File: src/rtl/apb_mig_bridge.sv
// apb_mig_bridge: APB4 slave turning single 32-bit accesses into Xilinx MIG UI commands.
// Optional read-data timeout is enabled by defining APB_MIG_RD_TIMEOUT_EN.
module apb_mig_bridge #(
  parameter int unsigned     APB_ADDR_W     = 32,
  parameter int unsigned     APB_DATA_W     = 32,
  parameter int unsigned     MIG_ADDR_W     = 28,
  parameter int unsigned     MIG_DATA_W     = 128,
  parameter longint unsigned MEM_BYTES      = 64'd1 << 28,
  parameter int unsigned     TIMEOUT_CYCLES = 1024
) (
  input  logic                      pclk_i,
  input  logic                      preset_n,
  input  logic [APB_ADDR_W-1:0]     paddr_i,
  input  logic [APB_DATA_W-1:0]     pwdata_i,
  input  logic                      pwrite_i,
  input  logic                      psel_i,
  input  logic                      penable_i,
  input  logic [APB_DATA_W/8-1:0]   pstrb_i,
  output logic [APB_DATA_W-1:0]     prdata_o,
  output logic                      pready_o,
  output logic                      pslverr_o,
  input  logic                      init_calib_complete_i,
  output logic [MIG_ADDR_W-1:0]     app_addr_o,
  output logic [2:0]                app_cmd_o,
  output logic                      app_en_o,
  input  logic                      app_rdy_i,
  output logic [MIG_DATA_W-1:0]     app_wdf_data_o,
  output logic [MIG_DATA_W/8-1:0]   app_wdf_mask_o,
  output logic                      app_wdf_wren_o,
  output logic                      app_wdf_end_o,
  input  logic                      app_wdf_rdy_i,
  input  logic [MIG_DATA_W-1:0]     app_rd_data_i,
  input  logic                      app_rd_data_valid_i
);

  localparam int unsigned STRB_W   = APB_DATA_W / 8;
  localparam int unsigned LANES    = MIG_DATA_W / APB_DATA_W;
  localparam int unsigned LANE_W   = (LANES > 1) ? $clog2(LANES) : 1;
  localparam int unsigned LANE_LSB = $clog2(STRB_W);

  typedef enum logic [2:0] {
    S_IDLE,
    S_WR,
    S_RD_CMD,
    S_RD_WAIT,
    S_RESP,
    S_ERR
  } state_t;

  state_t                  r_state;
  state_t                  w_next;
  logic [MIG_ADDR_W-1:0]   r_app_addr;
  logic [MIG_DATA_W-1:0]   r_wdf_data;
  logic [MIG_DATA_W/8-1:0] r_wdf_mask;
  logic [LANE_W-1:0]       r_lane;
  logic [APB_DATA_W-1:0]   r_rdata;
  logic                    r_cmd_done;
  logic                    r_wdf_done;
  logic                    r_abort;

  logic                    w_setup;
  logic                    w_start;
  logic                    w_err;
  logic                    w_apb_live;
  logic                    w_cmd_hs;
  logic                    w_wdf_hs;
  logic                    w_rd_capture;
  logic                    w_drop_nz;
  logic                    w_timeout;
  logic [LANE_W-1:0]       w_lane_in;
  logic [MIG_DATA_W-1:0]   w_wdata;
  logic [MIG_DATA_W/8-1:0] w_mask;
  logic [APB_DATA_W-1:0]   w_rd_lane;

  assign w_setup      = psel_i & ~penable_i;
  assign w_start      = (r_state == S_IDLE) & w_setup;
  assign w_err        = (64'(paddr_i) >= MEM_BYTES) | ~init_calib_complete_i;
  assign w_apb_live   = psel_i & penable_i & ~r_abort;
  assign w_cmd_hs     = app_en_o & app_rdy_i;
  assign w_wdf_hs     = app_wdf_wren_o & app_wdf_rdy_i;
  assign w_rd_capture = (r_state == S_RD_WAIT) & app_rd_data_valid_i & ~w_drop_nz;
  assign w_lane_in    = LANE_W'((paddr_i >> LANE_LSB) & (LANES - 1));

  assign prdata_o       = r_rdata;
  assign app_addr_o     = r_app_addr;
  assign app_wdf_data_o = r_wdf_data;
  assign app_wdf_mask_o = r_wdf_mask;
  assign app_wdf_end_o  = app_wdf_wren_o;

`ifdef APB_MIG_RD_TIMEOUT_EN
  localparam int unsigned TMO_W  = (TIMEOUT_CYCLES > 1) ? $clog2(TIMEOUT_CYCLES) : 1;
  localparam int unsigned DROP_W = 8;

  logic [TMO_W-1:0]  r_tmo;
  logic [DROP_W-1:0] r_drop;

  assign w_drop_nz = (r_drop != '0);
  assign w_timeout = (r_state == S_RD_WAIT) & ~app_rd_data_valid_i &
                     (r_tmo == TMO_W'(TIMEOUT_CYCLES - 1));

  // Each timed-out read leaves one beat still owed by the MIG; the drop counter swallows it.
  always_ff @(posedge pclk_i) begin
    if (!preset_n) begin
      r_tmo  <= '0;
      r_drop <= '0;
    end else begin
      r_tmo <= (r_state == S_RD_WAIT) ? r_tmo + 1'b1 : '0;
      if (w_timeout && (r_drop != '1))
        r_drop <= r_drop + 1'b1;
      else if (app_rd_data_valid_i && w_drop_nz)
        r_drop <= r_drop - 1'b1;
    end
  end
`else
  logic w_unused_tmo;

  assign w_drop_nz    = 1'b0;
  assign w_timeout    = 1'b0;
  assign w_unused_tmo = (TIMEOUT_CYCLES == 0);
`endif

  always_comb begin
    w_wdata = '0;
    w_mask  = '1;
    for (int unsigned i = 0; i < LANES; i++) begin
      w_wdata[i*APB_DATA_W +: APB_DATA_W] = pwdata_i;
      if (LANE_W'(i) == w_lane_in)
        w_mask[i*STRB_W +: STRB_W] = ~pstrb_i;
    end
  end

  always_comb begin
    w_rd_lane = '0;
    for (int unsigned i = 0; i < LANES; i++) begin
      if (LANE_W'(i) == r_lane)
        w_rd_lane = app_rd_data_i[i*APB_DATA_W +: APB_DATA_W];
    end
  end

  always_ff @(posedge pclk_i) begin
    if (!preset_n)
      r_state <= S_IDLE;
    else
      r_state <= w_next;
  end

  always_comb begin
    w_next         = r_state;
    app_en_o       = 1'b0;
    app_cmd_o      = 3'b000;
    app_wdf_wren_o = 1'b0;
    pready_o       = 1'b0;
    pslverr_o      = 1'b0;
    case (r_state)
      S_IDLE: begin
        if (w_setup)
          w_next = w_err ? S_ERR : (pwrite_i ? S_WR : S_RD_CMD);
      end
      S_WR: begin
        // Command and data channels retire independently; leave once both are accepted.
        app_en_o       = ~r_cmd_done;
        app_wdf_wren_o = ~r_wdf_done;
        if ((r_cmd_done | app_rdy_i) & (r_wdf_done | app_wdf_rdy_i))
          w_next = S_RESP;
      end
      S_RD_CMD: begin
        app_en_o  = 1'b1;
        app_cmd_o = 3'b001;
        if (app_rdy_i)
          w_next = S_RD_WAIT;
      end
      S_RD_WAIT: begin
        if (w_rd_capture)
          w_next = S_RESP;
        else if (w_timeout)
          w_next = S_ERR;
      end
      S_RESP: begin
        pready_o = w_apb_live;
        w_next   = S_IDLE;
      end
      S_ERR: begin
        pready_o  = w_apb_live;
        pslverr_o = w_apb_live;
        w_next    = S_IDLE;
      end
      default: w_next = S_IDLE;
    endcase
  end

  always_ff @(posedge pclk_i) begin
    if (!preset_n) begin
      r_app_addr <= '0;
      r_wdf_data <= '0;
      r_wdf_mask <= '0;
      r_lane     <= '0;
      r_rdata    <= '0;
      r_cmd_done <= 1'b0;
      r_wdf_done <= 1'b0;
      r_abort    <= 1'b0;
    end else begin
      if (w_start) begin
        r_app_addr <= {paddr_i[MIG_ADDR_W:4], 3'b000};
        r_wdf_data <= w_wdata;
        r_wdf_mask <= w_mask;
        r_lane     <= w_lane_in;
        r_rdata    <= '0;
        r_cmd_done <= 1'b0;
        r_wdf_done <= 1'b0;
      end else begin
        if (w_cmd_hs)
          r_cmd_done <= 1'b1;
        if (w_wdf_hs)
          r_wdf_done <= 1'b1;
      end
      if (w_rd_capture)
        r_rdata <= w_rd_lane;
      // A master that lets psel go mid-transfer gets no pready for it.
      r_abort <= (r_state == S_IDLE) ? 1'b0 : (r_abort | ~psel_i);
    end
  end

endmodule

File: config.mk
export PLATFORM = sky130hd
export DESIGN_NAME = apb_mig_bridge
export DESIGN_NICKNAME = d
export VERILOG_FILES = /design/src/rtl/apb_mig_bridge.sv
export SDC_FILE = /design/constraint.sdc
export NUM_CORES = 1
export LEC_CHECK = 0
export ABC_AREA = 1
export BUFFER_PORTS_ARGS = -buffer_cell sky130_fd_sc_hd__clkbuf_2
export CORE_AREA = 3 3 162 164
export CTS_CLUSTER_DIAMETER = 120
export CTS_CLUSTER_SIZE = 28
export DETAILED_ROUTE_END_ITERATION = 7
export DIE_AREA = 0 0 165 167
export GPL_TIMING_DRIVEN = 0
export PLACE_DENSITY_LB_ADDON = 0.3
export REMOVE_ABC_BUFFERS = 1
export SLEW_MARGIN = 5
export SYNTH_ARGS = -nofsm -noshare
export SYNTH_HDL_FRONTEND = slang
export SYNTH_SLANG_ARGS = --single-unit
File: constraint.sdc
create_clock -name pclk_i -period 3.38 [get_ports pclk_i]
set_input_delay 0.338 -clock pclk_i [delete_from_list [all_inputs] [get_ports pclk_i]]
set_output_delay 0.338 -clock pclk_i [all_outputs]
set_load 0.01 [all_outputs]
# After elaboration in Yosys (flattened, before gate mapping)
# Cells that the tools add are included.
# word_totals
elab_cells	75
register_bits	209
# classes
mux	22
bitwise	20
reduce_logical	8
n_eq_ne	15
magnitude_cmp	1
# ops
op	n
32-bit 2-to-1 mux	6
32-bit by 29-bit >= comparator with 1-bit output, second input constant	1
4-bit 2-to-1 mux	4
3-bit 2-to-1 mux	5
3-bit one-hot mux with 4 select lines	1
1-bit AND	8
2-bit equality test, first input constant	4
2-bit != test, second input constant	4
1-bit NOT	7
3-bit by 2-bit equality test with 1-bit output, second input constant	2
3-bit equality test, second input constant	2
2-bit OR reduction	3
1-bit by 2-bit equality test with 1-bit output, first input constant	2
2-bit zero test	2
1-bit 2-to-1 mux	4
4-bit NOT	1
1-bit OR	4
4-bit AND reduction	1
3-bit by 1-bit equality test with 1-bit output, second input constant	1
3-bit zero test	1
2-bit 2-to-1 mux	1
1-bit one-hot mux with 2 select lines	1
2-bit nonzero test	1

# Logic depth before layout (Yosys ltp)
# depth
depth_word	6
depth_mapped	9
depth_no_buf	8

# Worst setup path before layout
# No wires, ideal clock.
# synth_timing
path_kind	flip-flop to output port
from	register r_state[2]
to	output app_wdf_wren_o
stages_incl_launch_ff	7
setup_slack_ns	1.979
arrival_time_ns	1.063
n_path_buf	1
cell_sequence	dfxtp_1 -> inv_1 -> nand2_1 -> nor2_1 -> inv_1 -> nor2_1 -> buf_4
# synth_between
elab_chain_len	2
# synth_lines
element	line_no	source
start, declared	50	state_t r_state;
start signal, assigned	144	r_state <= w_next;
3-bit by 1-bit equality test with 1-bit output	154	case (r_state)
1-bit 2-to-1 mux	154	
end, declared	29	output logic app_wdf_wren_o,
# No other way between the ends.

# Worst setup path after layout
# layout_timing
from	register r_lane[0]
to	register r_rdata[9] (netlist: prdata_o[9])
# layout_between
elab_chain_len	6
word_cells_on_any_way	9
classes_between	eq/ne: 3; mux: 5; reduce/logical: 1
# layout_lines
element	line_no	source
start, declared	55	logic [LANE_W-1:0] r_lane;
start signal, assigned	206	r_lane <= w_lane_in;
2-bit zero test	135	if (LANE_W'(i) == r_lane)
32-bit 2-to-1 mux (3 in a row)	135	
32-bit 2-to-1 mux (*)	135	
32-bit 2-to-1 mux (*)	216	if (w_rd_capture)
end signal, assigned	217	r_rdata <= w_rd_lane;
end, declared	56	logic [APB_DATA_W-1:0] r_rdata;
# Every way passes the cells marked *; elsewhere a longest branch is shown, timed or not.
# A chain may end at the register's enable or synchronous reset.

==> results.md <==
* Status: finished clean
* Post-route setup slack at 0.414 ns
* Adder-cell area share of the yosys netlist at 0%
* Area share of and/or/nand/nor cells after synthesis at about a quarter
* Largest fanout on the critical path at 26
* Leading post-synthesis cells by cell area: dfxtp_1 39%, buf_4 13%, nor2_1 9.8%
* Parity-gate share of the synthesized area counting xor and xnor cells at 0%
* Transition at the pin with the smallest max-transition slack at ~1.2 ns
* Height of the chip at 167 µm
* Total I/O pin count at between 400 and 500
* DRT antenna net count at 0
* Maximum number of buffers from clock root to sink at 2
* Max-Cap Viols at 0
* Final design area excluding fillers at 8110 µm²
* Number of placed instances with taps included at between 1000 and 1500
* Final Instance Count excl. Fillers at 1471
* Clock transition at the registers of the reported paths at 0.06 ns
* X dimension of the die at 165 µm
* Row cnt at 58
* Max-slew headroom at 18.7%
* Final-report hold violation count at 0
* Clock sinks at 113
* Final setup fails at 0
* Die area at ~28000 µm²
* IO buf count at 409
* Avg WL per Cell at ~15 µm
* Final estimated routing congestion in global placement at 0.828
* Worst clock skew on the final layout at ~0.012 ns
* Congestion Overflow GR at 0
* Antenna violations before repair at 0
* Total number of H-tree levels at 4
* Switching Fraction at 34.8%
* N_diodes at 0
* Wire length of the first global-routing pass at approximately 32000 µm
* Setup TNS Final at 0 ns
* Leak at 4.28 nW
* Number of global-route vias before repair at 5716
* Average footprint of a synthesized cell at 6.92 µm²
* Starting density of the core at 23.3%
* Element type at the critical path start: flip-flop
* TritonCTS clock tree: done
* Critical path data required time at 3.72 ns
* Area inside the core boundary at 25000 µm²
* Compound-cell area share of the yosys netlist at around 17%
* CTS resizes at 0
* Clock latency of the later-clocked register in the worst-skew pair at roughly 0.4 ns
* Portion of synthesized cell area occupied by the leading cell type at 38.7%
* Place WS at 0.402 ns
* Number of remaining DRC errors at 0
* Classification of the worst setup path: reg -> reg
* Pwr per Cell Area at 637 nW/µm²
* Gate count of the mapped netlist at 844
* Global Route Usage Sum at approximately 15%
* Data arrival, critical path at about 3.3 ns
* Proportion of power drawn by combinational gates at approximately 29%
* Drt via density at 4.27
* Fraction of the yosys area taken by sequential cells at roughly two fifths
* Net count reported at finish at 1333
* Internal power summed over all cells at 0.00337 W
* Total power consumption of the routed design at 0.00517 W
* FFs w/ async S/R, synth at 0%
* Synthesis Warnings at 0
* TritonCTS buffer count at 17
* Dominant combinational cell family by area after synthesis: simple AND/OR/NAND/NOR gates
* Detailed router's first-iteration violation count at 244
* Sequential share of power at 32.9%
* Proportion of layout cells with a drive suffix above 1 at 40.1%
* HPWL after detailed placement at approximately 16000 µm
* P&R area growth vs syn at 38.8%
* Worst-case vdd ir drop at approximately 250 µV
* Count of different cell masters after synthesis at 26
* Proportion of power drawn by the clock network at 38.1%
* Max-slew violation count at 0
* Largest net degree at the start of global routing at 66
* Total of flip-flops plus latches after synthesis at ~110
* Area after DPL at ~7500 µm²
* Most area-hungry cell type in the Yosys netlist: dfxtp_1
* Number of enable-type register cells in the synthesized netlist at 0
* Fill cells at 2748
* Period Utilization, post-route at between 80% and 90%
* Critical Path End Type: flip-flop
* Vias at 6275
* Post-synthesis instance area at 5840 µm²
* Clock period minus final worst setup slack at about 3.0 ns
* Detailed-routing iteration count for the pre-antenna-repair pass at 4
* Unrepaired setup endpoints after global routing: no
* Predominant post-synthesis flop cell: dfxtp_1
* Achievable Freq at ~0.34 GHz
* Final wirelength at 21400 µm
* Post-CTS setup buffer count at 0
* Mux share of post-synthesis cell area at 0%
* Root buf cell: clkbuf_16
* Count of hold buffers inserted by post-cts repair at 0
* Min-Delay Path Class: in -> reg
* Psw at 0.00180 W
layer usage:
metal	vias to the layer above	wire length, µm	part of all wire, %	track usage, %
li1	3207	-	-	-
met1	2767	8720	41	17.2
met2	283	10800	50	26.3
met3	18	1540	7.2	3.78
met4	0	315	1.5	4.12
met5	-	0	0	0
layout by cell type (no fill, tap or decap), types with 17 or more instances in the layout:
cell,count
dfxtp_1,113
o211ai_1,30
nand2_1,120
o21ai_0,98
nand3_1,55
a21oi_1,49
nor2_1,151
inv_1,48
clkbuf_2,409
clkbuf_16,17
cells by family (layout without fill, tap and decap cells):
kind of cell | after synthesis | count (layout)
AO/OA/AOI/OAI | 184 | 184
buffers and inverters | 206 | 499
AND/OR/NAND/NOR | 340 | 340
other | 1 | 5
flip-flops | 113 | 113
stage by stage:
stage / hold slack [ns] / utilization (%)
2_1_floorplan: 0.433 / -
3_3_place_gp: 0.449 / 29.3
5_1_grt: 0.124 / 32.4
6_report: 0.139 / 32.4
3_5_place_dp: 0.453 / 29.8
4_1_cts: 0.113 / 32.4
power groups by stage:
| stage | combinational, W | sequential (W) | clock (W) |
|---|---|---|---|
| 3_5_place_dp | 0.00152 | 0.00173 | 0 |
| 5_1_grt | 0.00168 | 0.00173 | 0.00210 |
| 6_report | 0.00150 | 0.00170 | 0.00197 |
| 4_1_cts | 0.00153 | 0.00170 | 0.00204 |
| 2_1_floorplan | 0.000564 | 0.00187 | 0 |
| 3_3_place_gp | 0.00148 | 0.00172 | 0 |
path summary, 6_finish.rpt:
| path | from | to | slack, ns | cells past startpoint |
|---|---|---|---|---|
| worst max-delay path | r_lane[0] | prdata_o[9] | 0.41 | 6 |
| worst min-delay path | pstrb_i[1] | app_wdf_mask_o[1] | 0.14 | 2 |
| worst max register to register | r_lane[0] | prdata_o[9] | 0.41 | 6 |
| worst min register to register | app_wdf_mask_o[11] | app_wdf_mask_o[11] | 0.46 | 2 |
area by class of cell:
class / count / area, µm² / area share [%]
Tap cell: 330 / 413 / 5.09
Sequential cell: 113 / 2260 / 27.9
Clock buffer: 18 / 439 / 5.42
Clock inverter: 14 / 203 / 2.50
Timing Repair Buffer: 415 / 2180 / 26.9
Inverter: 52 / 200 / 2.47
Multi-Input combinational cell: 529 / 2410 / 29.8
worst max-delay path, cell delays in order (launching register included):
cell and delay (ns):
dfxtp_1 0.97, inv_1 0.59, nor2_2 0.76, nand2_1 0.21, nand3_1 0.13, o211ai_1 0.09
a21oi_1 0.16
sequential cells by signal (all words and copies together), names as in the netlist:
name / count
r_state: 3
r_cmd_done: 1
app_wdf_mask_o: 16
app_addr_o: 25
r_lane: 2
r_wdf_done: 1
r_abort: 1
app_wdf_data_o: 32
prdata_o: 32
synthesized netlist by cell type, types with 2 or more instances:
cell type  number
nand4_1         2
buf_4         103
o21ai_0        98
clkbuf_1       36
inv_2           2
buf_2          13
nor3_1          4
a21oi_1        49
a31oi_1         5
nand2_1       121
inv_1          49
nor2_2          2
nand3_1        55
nor2_1        152
dfxtp_1       113
o211ai_1       30
No activity file was read; power rests on OpenSTA's default activity.
